[src/rtl/aes_round_seq.sv]
// rtl/aes_round_seq.sv - iterative AES round sequencer wrapped around a combinational aes_en_de round
module aes_round_seq #(
  parameter int NR = 10
) (
  input  logic         clock,
  input  logic         reset,
  input  logic         in_valid,
  output logic         in_ready,
  input  logic         in_en_de,
  input  logic [127:0] in_block,
  output logic [3:0]   rk_idx,
  input  logic [127:0] rk_data,
  output logic [127:0] rnd_block,
  output logic [127:0] rnd_key,
  output logic         rnd_en_de,
  output logic         rnd_last,
  input  logic [127:0] rnd_result,
  output logic         out_valid,
  input  logic         out_ready,
  output logic [127:0] out_block
);

  generate
    if (NR != 10 && NR != 12 && NR != 14) begin : g_bad_nr
      $error("aes_round_seq: NR must be 10, 12 or 14");
    end
  endgenerate

  localparam logic [3:0] LP_NR = 4'(NR);

  typedef enum logic [1:0] {
    S_IDLE  = 2'd0,
    S_ROUND = 2'd1,
    S_DONE  = 2'd2
  } state_t;

  state_t       r_fsm;
  state_t       w_fsm_nxt;
  logic [3:0]   r_cnt;
  logic [127:0] r_state;
  logic         r_mode;
  logic         w_accept;

  assign w_accept = (r_fsm == S_IDLE) && in_valid;

  always_ff @(posedge clock) begin
    if (reset) begin
      r_fsm   <= S_IDLE;
      r_cnt   <= 4'd0;
      r_state <= 128'd0;
      r_mode  <= 1'b1;
    end else begin
      r_fsm <= w_fsm_nxt;
      case (r_fsm)
        S_IDLE: begin
          // Initial AddRoundKey is folded into the accept cycle.
          if (w_accept) begin
            r_state <= in_block ^ rk_data;
            r_mode  <= in_en_de;
            r_cnt   <= 4'd1;
          end
        end
        S_ROUND: begin
          r_state <= rnd_result;
          r_cnt   <= r_cnt + 4'd1;
        end
        default: ;
      endcase
    end
  end

  always_comb begin
    w_fsm_nxt = r_fsm;
    in_ready  = 1'b0;
    out_valid = 1'b0;
    rnd_last  = 1'b0;
    rk_idx    = 4'd0;
    case (r_fsm)
      S_IDLE: begin
        in_ready = 1'b1;
        rk_idx   = in_en_de ? 4'd0 : LP_NR;
        if (in_valid) w_fsm_nxt = S_ROUND;
      end
      S_ROUND: begin
        rk_idx   = r_mode ? r_cnt : (LP_NR - r_cnt);
        rnd_last = (r_cnt == LP_NR);
        if (r_cnt == LP_NR) w_fsm_nxt = S_DONE;
      end
      S_DONE: begin
        // Hold the last-used key index so the key store input stays quiet while stalled.
        rk_idx    = r_mode ? LP_NR : 4'd0;
        out_valid = 1'b1;
        if (out_ready) w_fsm_nxt = S_IDLE;
      end
      default: w_fsm_nxt = S_IDLE;
    endcase
  end

  assign rnd_block = r_state;
  assign rnd_key   = rk_data;
  assign rnd_en_de = r_mode;
  assign out_block = r_state;

endmodule

[config.mk]
export PLATFORM = sky130hd
export DESIGN_NAME = aes_round_seq
export DESIGN_NICKNAME = d
export VERILOG_FILES = /design/src/rtl/aes_round_seq.sv
export SDC_FILE = /design/constraint.sdc
export NUM_CORES = 1
export LEC_CHECK = 0
export ABC_AREA = 1
export CAP_MARGIN = 20
export CORE_AREA = 2 2 307 309
export DETAILED_ROUTE_END_ITERATION = 8
export DIE_AREA = 0 0 309 311
export PLACE_DENSITY = 0.34
export SLEW_MARGIN = 20
export SYNTH_ARGS = -nofsm -noshare
export SYNTH_HDL_FRONTEND = slang
export SYNTH_SLANG_ARGS = --single-unit
[constraint.sdc]
create_clock -name clock -period 2.96 [get_ports clock]
set_input_delay 0.444 -clock clock [delete_from_list [all_inputs] [get_ports clock]]
set_output_delay 0.444 -clock clock [all_outputs]
set_load 0.01 [all_outputs]
## After elaboration in Yosys (flattened, before gate mapping)

Cells that the tools add are included.

- Output and inout port bits: 392
- Flip-flop bits (word level): 135
- Input bits: 389

- Equality and inequality tests: 7
- Reduce and logical (&&, ||, !) cells: 6
- Muxes and demuxes: 15
- Bitwise gates (word level): 1
- $add $sub $neg: 2

Operator list:

| kind | count |
|---|---|
| 128-bit case mux with 2 select lines | 1 |
| 128-bit 2-to-1 mux | 1 |
| 128-bit bitwise XOR | 1 |
| 4-bit 2-to-1 mux | 4 |
| 4-bit case mux with 3 select lines | 1 |
| 2-bit inequality test, second input constant | 4 |
| 4-bit case mux with 2 select lines | 1 |
| 2-bit 2-to-1 mux | 3 |
| 2-bit case mux with 3 select lines | 1 |
| 4-bit by 1-bit adder with 4-bit output, second input constant | 1 |
| 4-bit == test, second input constant | 1 |
| 2-bit AND reduction | 2 |
| 4-bit subtractor, first input constant | 1 |
| 1-bit 2-to-1 mux | 3 |
| 3-bit AND reduction | 1 |
| 2-bit by 1-bit == test with 1-bit output, second input constant | 1 |
| 2-bit == test, second input constant | 1 |
| 2-bit logical NOT | 1 |
| 2-bit nonzero test | 1 |
| 1-bit logical AND | 1 |

## Longest topological paths before layout

- Depth in word-level cells: 4
- Mapped depth: 7
- Mapped depth without buffers: 6

## Least setup slack after synthesis

Ideal clock, no wire load.

- Path type: register -> output
- Start: register r_fsm[0]
- End: output port rk_idx[2]
- Slack: 1.400 ns
- Cell stages (with the launch flop): 7
- Path buffers: 2
- Required time: 2.516 ns
- Arrival time: 1.116 ns
- Cell sequence: dfxtp_1 -> nand2_2 -> buf_2 -> buf_2 -> a21oi_1 -> o21ai_1 -> inv_1

- Cells in the longest elaborated chain, start to end: 2
- Elaborated cells between the ends (all ways): 4

Ends and longest elaborated chain:

| what | line | RTL |
|---|---|---|
| start, declared | 37 | `state_t r_fsm;` |
| start signal, assigned | 53 | `r_fsm <= w_fsm_nxt;` |
| 2-bit == test, or another cell as far along | 78 | `case (r_fsm)` |
| 4-bit case mux with 3 select lines (*) | 78 |  |
| end, declared | 11 | `output logic [3:0] rk_idx,` |

Mark *: on every way between the ends. The rest lies on a longest branch, timed or not.

## Final worst setup path

- Start: register r_fsm[1]
- End: output port rk_idx[3]

The elaborated chain is that of the path after synthesis.

==> results.ini <==
[global_route]
grt_use_met3 = 0.0329
overflow = 0
gr-usage-met1 = 0.113
grt_use_total = 0.106
grt_pass1_wl_um = 74900
grt_pass1_vias = 11100
grt-busiest-layer = met2
grt_start_max_net_pins = 115
grt_use_met2 = 0.201
antenna_found_initial = 11

[clock_network]
htreeDepth = 4
clock_sinks = 135
cts_tree = done
cts_buffers = 17
clockRootBuffer = clkbuf_16
ctsHoldBuffers = 0
cts_setup_buffers = 0
clk_path_buf_depth = 2
cts.reportedPaths.clkPinSlew_ns = 0.07
cts-resized-gates = 0
clock_latency_ns = 0.47

[floorplan]
dieWidth_um = 309
start_util = 0.106
rows = 112
die_h_um = 311
core_area_um2 = 92800
pin_count = 781
die_area_um2 = 96100

[cells_and_area]
drive_gt1_frac = 0.0864
layout_common_cells = clkdlybuf4s50_1, nand2_1, inv_1, nand3_1, dfxtp_1
nNetsFinal = 2416
layout_commonest_cell = clkdlybuf4s50_1
fillerInstances = 10500
area_delta_synth_final_pct = 80.0
postLayoutCellArea_um2 = 17800

[critical_path]
crit_path_start_kind = flip-flop
arrival_ns = 2.18
worstPathRequired_ns = 2.52
critical-path-max-stage-delay_ns = 0.57
crit_fanout = 27
crit_type = flip-flop to output pin
crit_path_top_delay_cell = clkdlybuf4s50_1
crit_chain = inv_1 > nand2_8 > inv_1 > nand3_1 > nand3_1 > clkdlybuf4s50_1
end_kind = output pin

[logic_synthesis]
ys_seq_area_frac = 0.274
syn_avg_cell_area_um2 = 6.41
synthFlopType = dfxtp_1
synth_edf_count = 0
synthCells = 1539
async_flop_share = 0
syn_area_um2 = 9870
yosysWarningCount = 0
synth_seq_cells = 135
synth_nets = 1930
yosysUniqueCellTypes = 21

[timing]
hold_viol = 0
period_share = 0.885
rsz0062_at_grt = no
fin_crit_ns = 2.62
skew_ns = 0.0123
tightest_slew_ns = 0.775
finalSetupViolations = 0
fmaxAchievable_mhz = 382
tns_ns = 0
slew_headroom = 0.478
slew_violations = 0

[pwr]
p_per_area_nw_per_um2 = 398
ir_drop_mv = 0.345
leakagePower_nw = 7.05

[drt]
drt-initial-drc-count = 344
drc = 0
vias = 11000
ant_nets = 0
wl_um = 53000
avgRoutedWirePerCell_um = 16.1
drt-pass1-iter-count = 4
vias_per_cell = 3.35

[placement]
hpwl_um = 42900
port_buffers = 780
place_congestion = 0.767
dpl-instance-area_um2 = 17200

[outcome]
outcome = finished clean

[job]
maxCapViolations = 0

[min_path]
worstHoldPathType = flip-flop to flip-flop

cells in the mapped netlist, types with 2 or more instances:
cell type  instances  area, um2
nand3_1          135        676
buf_2             35        175
nor2_1             5       18.8
o21ai_1           73        365
buf_4            263       1970
inv_1            138        518
dfxtp_1          135       2700
nand4_1            2       12.5
ha_1               2       25.0
nand2_2            2       12.5
o21ai_0           57        285
nand2_1          396       1490
clkbuf_1          28        105
or2_2            128        801
a21oi_1          134        671
cell type report:
type | instances | area, um2 | share of cell area
Antenna cell | 3 | 7.51 | 0.000422
Clock buffer | 20 | 447 | 0.0251
Multi-Input combinational cell | 940 | 4420 | 0.249
Clock inverter | 12 | 95.1 | 0.00535
Inverter | 138 | 520 | 0.0293
Timing Repair Buffer | 793 | 8010 | 0.451
Tap cell | 1254 | 1570 | 0.0883
Sequential cell | 135 | 2700 | 0.152
final timing paths:
path	from	to	slack (ns)	cells past startpoint
worst min-delay path	out_block[76]	out_block[76]	0.53	4
worst min register to register	out_block[76]	out_block[76]	0.53	4
worst max-delay path	r_fsm[1]	rk_idx[3]	0.34	6
worst max register to register	r_fsm[1]	out_block[45]	0.97	5
worst max-delay path, delay by kind of cell (launching register included):
kind                   cells  cell delay, ns
buffers and inverters      3            1.01
AND/OR/NAND/NOR            3            0.37
flip-flops                 1            0.32
cells by family (layout without fill, tap and decap cells):
| group | Yosys count | after routing | synth area share |
|---|---|---|---|
| simple gates | 670 | 670 | 0.306 |
| buf+inv | 464 | 963 | 0.281 |
| compound gates | 267 | 267 | 0.136 |
| flops | 135 | 135 | 0.274 |
| fa+ha+maj | 2 | 2 | 0.00253 |
| xor+xnor | 1 | 1 | 0.000887 |
| other cells | 0 | 3 | 0 |
registers in the layout, indices dropped and copies added (netlist names):
signal / flops
rnd_en_de: 1
r_fsm: 2
out_block: 128
r_cnt: 4
routing by layer:
metal	wire length, um	vias up
met5	30	-
met4	732	4
met3	3840	40
met2	27800	458
met1	20500	4931
li1	-	5596
metrics by stage:
stage / instances / hold WS, ns / setup slack [ns] / util / power, mW
detailed placement: 3260 / 0.523 / 0.764 / 0.186 / 5.04
global placement: 3260 / 0.520 / 0.781 / 0.186 / 5.03
global route: 3294 / 0.552 / 0.147 / 0.192 / 7.56
finish: 3295 / 0.532 / 0.340 / 0.192 / 7.08
floorplan: 1539 / 0.478 / 1.40 / - / 3.52
CTS: 3292 / 0.530 / 0.255 / 0.191 / 7.32
report_power, final:
group / internal, mW / switching (mW) / leakage (nW)
Combinational: 1.54 / 1.16 / 5.67
Sequential: 2.01 / 0.230 / 1.13
Clock: 1.10 / 1.03 / 0.250
(Power assumes the default switching activity.)
